## src/rtl/pitch_track.sv

```systemverilog
// pitch_track: measures the fundamental period of a signed audio stream, in samples.
// A Schmitt comparator squares the input. A SEEK/MEASURE lock FSM counts samples
// between accepted rising crossings.
// Optional macro PITCH_TRACK_SMOOTH_EN enables one-pole smoothing of the period.
// Ports:
//   sample_clk    - clock, one cycle per audio sample
//   rst_n         - asynchronous active-low reset
//   sample_in     - signed W-bit audio sample
//   period_out    - last measured (or smoothed) period, P bits
//   period_valid  - high while locked
//   period_strobe - one-cycle pulse on each period_out update
//   square_out    - Schmitt comparator state
module pitch_track #(
   parameter int unsigned  W            = 16,
   parameter int unsigned  HYST         = 256,
   parameter int unsigned  MIN_PERIOD   = 8,
   parameter int unsigned  MAX_PERIOD   = 2047,
   parameter int unsigned  SMOOTH_SHIFT = 2,
   localparam int unsigned P            = $clog2(MAX_PERIOD + 1)
) (
   input  logic                sample_clk,
   input  logic                rst_n,
   input  logic signed [W-1:0] sample_in,
   output logic        [P-1:0] period_out,
   output logic                period_valid,
   output logic                period_strobe,
   output logic                square_out
);

   // Reject configurations the counter logic cannot honour.
   if (MIN_PERIOD < 1 || MIN_PERIOD > MAX_PERIOD || SMOOTH_SHIFT > P || HYST < 1) begin : g_bad_cfg
      $error("pitch_track: invalid parameter combination");
   end

   localparam logic signed [W-1:0] HYST_POS = W'(HYST);
   localparam logic signed [W-1:0] HYST_NEG = -HYST_POS;

   typedef enum logic {
      S_SEEK    = 1'b0,
      S_MEASURE = 1'b1
   } state_t;

   state_t       r_state;
   logic [P-1:0] r_cnt;
   logic         w_above;
   logic         w_below;
   logic         w_rise;
   logic         w_accept;
   logic [P-1:0] w_next_period;

   assign w_above  = sample_in > HYST_POS;
   assign w_below  = sample_in < HYST_NEG;
   assign w_rise   = !square_out && w_above;
   assign w_accept = w_rise && (r_cnt >= P'(MIN_PERIOD));

`ifdef PITCH_TRACK_SMOOTH_EN
   // period + ((m - period) >>> SMOOTH_SHIFT); the low P bits of the sum are exact.
   logic signed [P:0] w_diff;
   logic signed [P:0] w_step;
   logic        [P-1:0] w_sum;

   assign w_diff        = $signed({1'b0, r_cnt}) - $signed({1'b0, period_out});
   assign w_step        = w_diff >>> SMOOTH_SHIFT;
   assign w_sum         = period_out + P'(w_step);
   // First edge after SEEK loads the raw measurement.
   assign w_next_period = period_valid ? w_sum : r_cnt;
`else
   assign w_next_period = r_cnt;
`endif

   // Schmitt comparator.
   always_ff @(posedge sample_clk or negedge rst_n) begin
      if (!rst_n) begin
         square_out <= 1'b0;
      end else if (!square_out && w_above) begin
         square_out <= 1'b1;
      end else if (square_out && w_below) begin
         square_out <= 1'b0;
      end
   end

   // Lock FSM, period counter and period outputs.
   always_ff @(posedge sample_clk or negedge rst_n) begin
      if (!rst_n) begin
         r_state       <= S_SEEK;
         r_cnt         <= '0;
         period_out    <= '0;
         period_valid  <= 1'b0;
         period_strobe <= 1'b0;
      end else begin
         period_strobe <= 1'b0;
         case (r_state)
            S_SEEK: begin
               if (w_rise) begin
                  r_state <= S_MEASURE;
                  r_cnt   <= P'(1);
               end else begin
                  r_cnt   <= '0;
               end
            end
            S_MEASURE: begin
               // An accepted edge takes priority over the timeout at MAX_PERIOD.
               if (w_accept) begin
                  period_out    <= w_next_period;
                  period_strobe <= 1'b1;
                  period_valid  <= 1'b1;
                  r_cnt         <= P'(1);
               end else if (r_cnt == P'(MAX_PERIOD)) begin
                  r_state      <= S_SEEK;
                  r_cnt        <= '0;
                  period_valid <= 1'b0;
               end else begin
                  r_cnt <= r_cnt + P'(1);
               end
            end
            default: begin
               r_state <= S_SEEK;
               r_cnt   <= '0;
            end
         endcase
      end
   end

endmodule

```

## config.mk

```make
export PLATFORM = sky130hd
export DESIGN_NAME = pitch_track
export DESIGN_NICKNAME = d
export VERILOG_FILES = /design/src/rtl/pitch_track.sv
export SDC_FILE = /design/constraint.sdc
export NUM_CORES = 1
export LEC_CHECK = 0
export ABC_AREA = 1
export CAP_MARGIN = 20
export CORE_MARGIN = 8
export CORE_UTILIZATION = 45
export CTS_CLUSTER_DIAMETER = 150
export CTS_CLUSTER_SIZE = 40
export DETAILED_ROUTE_END_ITERATION = 12
export PLACE_DENSITY_LB_ADDON = 0.12
export SYNTH_ARGS = -nofsm -noshare
export SYNTH_HDL_FRONTEND = slang
export SYNTH_SLANG_ARGS = --single-unit
```

## constraint.sdc

```tcl
create_clock -name sample_clk -period 1.55 [get_ports sample_clk]
set_input_delay 0.155 -clock sample_clk [delete_from_list [all_inputs] [get_ports sample_clk]]
set_output_delay 0.155 -clock sample_clk [all_outputs]
set_load 0.01 [all_outputs]
```

# Word-level counts from Yosys, hierarchy flattened

Cells that the tools add are included.

Register bits after elaboration: 26
Input port bits: 18
Output and inout bits: 14
Logic and storage cells: 34

Add/sub/neg operators: 1
$lt $le $gt $ge: 3
Eq/ne operators: 1
Multiplexer cells: 14
Bitwise operators: 1
Reductions and logical operators: 8

Operators by type and width:

| operator                                                        | count |
|---|---|
| two-way mux 11 bit                                              | 2 |
| case mux 11 bit (2 select lines)                                | 1 |
| greater-than comparator 16 x 10 -> 1 bit, second input constant | 1 |
| less-than comparator 16 x 9 -> 1 bit, second input constant     | 1 |
| adder 11 x 1 -> 11 bit, second input constant                   | 1 |
| == test 11 bit, second input constant                           | 1 |
| >= comparator 11 x 4 -> 1 bit, second input constant            | 1 |
| two-way mux 1 bit                                               | 10 |
| AND reduction 2 bit                                             | 2 |
| nonzero test 2 bit                                              | 2 |
| logical AND 1 bit                                               | 3 |
| case mux 1 bit (2 select lines)                                 | 1 |
| logical NOT 1 bit                                               | 1 |
| inverter 1 bit                                                  | 1 |

# Longest topological paths before layout

Word-level depth: 5
Depth in mapped cells: 10
Mapped depth without buffers: 9

# Least setup slack after synthesis

OpenSTA, ideal clock, no wires.

Path kind: reg-to-reg
Start point: register square_out
End point: register period_out[9]
Arrival: 1.197 ns
Data required time: 1.432 ns
Setup slack: 0.235 ns
Cell stages (with the launch flop): 7
Path through: dfrtp_1 > or2_4 > nor2_4 > nand4_2 > buf_6 > nand2_1 > nand2_1

Longest elaborated chain between the ends: 4

Ends and longest elaborated chain:

| item                          | RTL line | text |
|---|---|---|
| start: declaration            | 27       | `output logic square_out` |
| start signal: assignment      | 74       | `square_out <= 1'b0;` |
| start signal: assignment      | 76       | `square_out <= 1'b1;` |
| start signal: assignment      | 78       | `square_out <= 1'b0;` |
| logical NOT 1 bit             | 53       | `assign w_rise = !square_out && w_above;` |
| logical AND 1 bit             | 53       |  |
| logical AND 1 bit             | 54       | `assign w_accept = w_rise && (r_cnt >= P'(MIN_PERIOD));` |
| AND reduction 2 bit (no line) | --       |  |
| end signal: assignment        | 104      | `period_out <= w_next_period;` |
| end: declaration              | 24       | `output logic [P-1:0] period_out,` |

Every way passes these cells.
A chain may end at the register's enable or synchronous reset.

# Worst setup path after layout

Start point: register r_cnt[4]
End point: register r_cnt[0]

Longest elaborated chain between the ends: 4
Elaborated cells on any way between the ends: 6
Classes of those cells: order compare: 1; eq/ne: 1; mux: 3; reduce/logical: 1

Ends and longest elaborated chain:

| item                                                                   | RTL line | text |
|---|---|---|
| start: declaration                                                     | 44       | `logic [P-1:0] r_cnt;` |
| start signal: assignment                                               | 113      | `r_cnt <= r_cnt + P'(1);` |
| >= comparator 11 x 4 -> 1 bit / == test 11 bit (equally long branches) | 54, 108  |  |
| logical AND 1 bit / two-way mux 11 bit (equally long branches)         | 54, 108  |  |
| two-way mux 11 bit (*)                                                 | 103      | `if (w_accept) begin` |
| case mux 11 bit (2 select lines) (*)                                   | 92       | `case (r_state)` |

Mark *: on every way between the ends. The rest lies on a longest branch, timed or not.

==> out/qor_table.md <==
| Item | Reported |
|---|---|
| Status | finished, final reports clean |
| Reg clk slew, reported paths | 0.14 ns |
| Type of the setup path with the least slack | flop to flop |
| Count of vias placed by the detailed router | 1161 |
| Internal power summed over all cells | 1.37 mW |
| Area enclosed by the die boundary | 4940 µm² |
| End point of the critical path | r_cnt[0] |
| Layout Skew | 0.00984 ns |
| Maximum clock frequency | 695 MHz |
| Yosys cell types | 24 |
| Net switching power figure | 0.775 mW |
| Antenna diode instance count | 0 |
| I/O Pins | 32 |
| VDD IR-drop max | 1.03 mV |
| Total clock buffers created by CTS | 3 |
| Clock H-tree levels | 1 |
| Horiz. Die Dim | 70.3 µm |
| Global-route usage over all layers | 12.3% |
| Launch point of the worst reg-to-reg path | r_cnt[4] |
| Synthesized cell area | 1330 µm² |
| P&R area growth vs syn | 31.9% |
| TritonCTS clock tree | done |
| Total number of clock tree sinks | 26 |
| Highest-delay cell along the critical path | sky130_fd_sc_hd__dfrtp_1 |
| Library cell used as clock root buffer | sky130_fd_sc_hd__clkbuf_4 |
| Post-route fraction of the period consumed by the critical path | 92.8% |
| Fraction of post-synthesis cell area in the top cell type by area | 49.0% |
| Leakage power | 0.872 nW |
| EDFF count, synth | 0 |
| Worst EP required | 1.76 ns |
| Met1 layer usage reported by global route | 14.9% |
| Power per cell area | 1230 nW/µm² |
| Quantity of hold-fixing buffers added after cts | 0 |
| Longest individual stage delay on the worst path | 0.45 ns |
| CP startpoint | r_cnt[4] |
| Clk pwr share | 15.7% |
| GRT Max-Usage Layer | met2 |
| Number of antenna violations at the first check in global routing | 0 |
| Number of nets at the end of the flow | 218 |
| Largest net degree at the start of global routing | 27 |
| Final Max Slew Viols | 0 |
| Remaining antenna violation count after routing | 0 |
| Post-route setup TNS | 0 ns |
| Number of max-cap violations | 0 |
| Detailed-route wire length per cell | 13.1 µm |
| Core region area | 2780 µm² |
| List of cells traversed by the critical path | inv_2 -> nand2_1 -> nor2_1 -> nand3_1 -> nand3_2 -> buf_4 -> nand3_1 |
| Yosys warning count | 0 |
| Type of origin of the critical path | flop |
| GPL Wtd Cong | 0.799 |
| Combinational cell fraction of total power | 40.7% |
| Worst-case clock buffer depth | 2 |
| Most frequent cells after synthesis | 40 x sky130_fd_sc_hd__nand2_1, 26 x sky130_fd_sc_hd__dfrtp_1, 26 x sky130_fd_sc_hd__nor2_1, 20 x sky130_fd_sc_hd__nand3_1, 14 x sky130_fd_sc_hd__inv_1 |
| Dominant cell type by count on the critical path | sky130_fd_sc_hd__nand3_1 |
| Largest fanout of any net on the critical path | 4 |
| Initial cell density of the core | 47.7% |
| Most used standard cell by instance count after synthesis | sky130_fd_sc_hd__nand2_1 |
| Insertion delay to the later sink of the worst-skew pair | 0.32 ns |
| Time the final worst path needs with I/O delays and setup | 1.44 ns |
| Cell count of the worst reg-to-reg path | 7 |
| Register bit total from synthesis | 26 |
| Worst Max-Slew Pin Slew | 0.324 ns |
| Number of instances in the synthesized netlist | 159 |
| Met2 usage | 20.0% |
| Share of post-route cells with drive strength above 1 | 13.2% |
| FF-to-FF End | r_cnt[0] |
| Async set or reset register ratio after synthesis | 100% |
| Leading post-synthesis cells by cell area | sky130_fd_sc_hd__dfrtp_1 49%, sky130_fd_sc_hd__nand2_1 11%, sky130_fd_sc_hd__nand3_1 7.5% |
| Worst reg-to-reg setup slack | 0.11 ns |
| Drt pass-1 iters | 4 |
| Buffers added on ports | 31 |
| Seq/Total Area, Yosys | 49.0% |
| Iteration-0 DRC count of the detailed router | 70 |
| Capturing element type of the critical path | flop |
| Dpl hpwl | 2330 µm |
| Arrival time of the worst setup path | 1.65 ns |
| Class of the tightest hold or removal check | input pin to asynchronous set/reset pin |
| Fraction of power spent switching nets | 36.1% |
| Final number of setup-violating endpoints | 0 |
| Total overflow reported by the global router | 0 |
| Setup repair after global routing missed its margin | no |
| FP Rows | 19 |
| Die height | 70.3 µm |
| Mean Syn Cell Area | 8.35 µm² |
| Worst hold slack | 0.176 ns |
| Wire length of the first global-routing pass | 5080 µm |
| Global Route met3 Usage | 4.52% |
| Average via count per standard cell | 5.09 |
| Dominant synthesized flop cell | sky130_fd_sc_hd__dfrtp_1 |
| Final hold violation count | 0 |
| Net count of the mapped netlist | 179 |
| Slew headroom | 78.4% |
| Top cell type by total area after synthesis | sky130_fd_sc_hd__dfrtp_1 |
| Post-route DRC violation count | 0 |
| Part of the total power dissipated in sequential elements | 43.7% |
| Overall routed net length | 3000 µm |
| Via count of the first global-routing pass | 1143 |
==> state kept, by name, indices dropped and copies added, names as in the netlist <==
signal	flops
period_out	11
r_cnt	11
period_strobe	1
period_valid	1
r_state	1
square_out	1
==> layout by cell type, fill, tap and decap left out, types with 3 or more instances in the layout <==
cell,synthesis,final
sky130_fd_sc_hd__buf_4,0,7
sky130_fd_sc_hd__nor2_4,3,3
sky130_fd_sc_hd__nand2_1,40,40
sky130_fd_sc_hd__nand3_1,20,20
sky130_fd_sc_hd__clkbuf_4,0,3
sky130_fd_sc_hd__nor2_1,26,26
sky130_fd_sc_hd__xor2_1,3,3
sky130_fd_sc_hd__clkdlybuf4s50_1,0,31
sky130_fd_sc_hd__inv_1,14,14
sky130_fd_sc_hd__dfrtp_1,26,26
sky130_fd_sc_hd__nand3_2,4,3
==> critical path, delay by kind of cell, from the launching register on <==
family                 cells  cell delay [ns]
buffers and inverters      2             0.25
and+or+nand+nor            5             0.62
DFF                        1             0.45
==> cell type report <==
type                       count  area [µm²]
inverter                      16        60.1
timing repair buffer          38         363
multi-input combinational    113         602
sequential                    26         651
fill                         249        1030
clock buffer                   4        36.3
tap                           31        38.8
==> per-layer routing <==
metal  wire length, µm  part of all wire, %
met1              1300                   44
met2              1470                   49
met3               203                  6.8
met4                14                 0.47
met5                 0                    0
==> power groups by stage <==
stage,logic (mW),clock network [mW],registers [mW]
after global routing,0.969,0.371,0.956
final,0.873,0.337,0.938
after floorplan,0.474,0,0.982
after CTS,0.865,0.340,0.939
after global placement,0.834,0,0.947
after detailed placement,0.858,0,0.954
==> per-stage QoR <==
| step | worst slack (ns) | power (mW) | instance area (µm²) | utilization (%) | std cells |
|---|---|---|---|---|---|
| after floorplan | 0.235 | 1.46 | 1330 | - | 159 |
| after detailed placement | -0.166 | 1.81 | 1700 | 61.0 | 224 |
| after CTS | 0.0601 | 2.14 | 1730 | 62.3 | 228 |
| after global routing | 0.0137 | 2.30 | 1750 | 62.9 | 228 |
| final | 0.112 | 2.15 | 1750 | 62.9 | 228 |
| after global placement | -0.0705 | 1.78 | 1700 | 61.0 | 224 |
==> cells by family after synthesis <==
group                    synth area share, %
AND/OR/NAND/NOR                         36.6
AO/OA/AOI/OAI                           3.02
adder cells (fa/ha/maj)                 1.88
XOR/XNOR                                2.64
flip-flops                              49.0
buffers and inverters                   6.88
==> what timing repair did <==
action | in CTS | in global routing
endpoints found under the hold margin | 0 | 0
setup buffers | 0 | 0
resized for setup | 0 | 2
endpoints found under the setup margin | 0 | 11
==> worst min path at each step <==
stage	from	to	slack, ns	cells past startpoint
after global routing	rst_n	square_out	0.19	2
after detailed placement	period_out[4]	period_out[4]	0.47	2
final	rst_n	square_out	0.18	2
after global placement	period_out[2]	period_out[2]	0.46	2
after CTS	rst_n	square_out	0.20	2
after floorplan	rst_n	period_out[0]	-0.14	0
No activity file was read; power rests on OpenSTA's default activity.
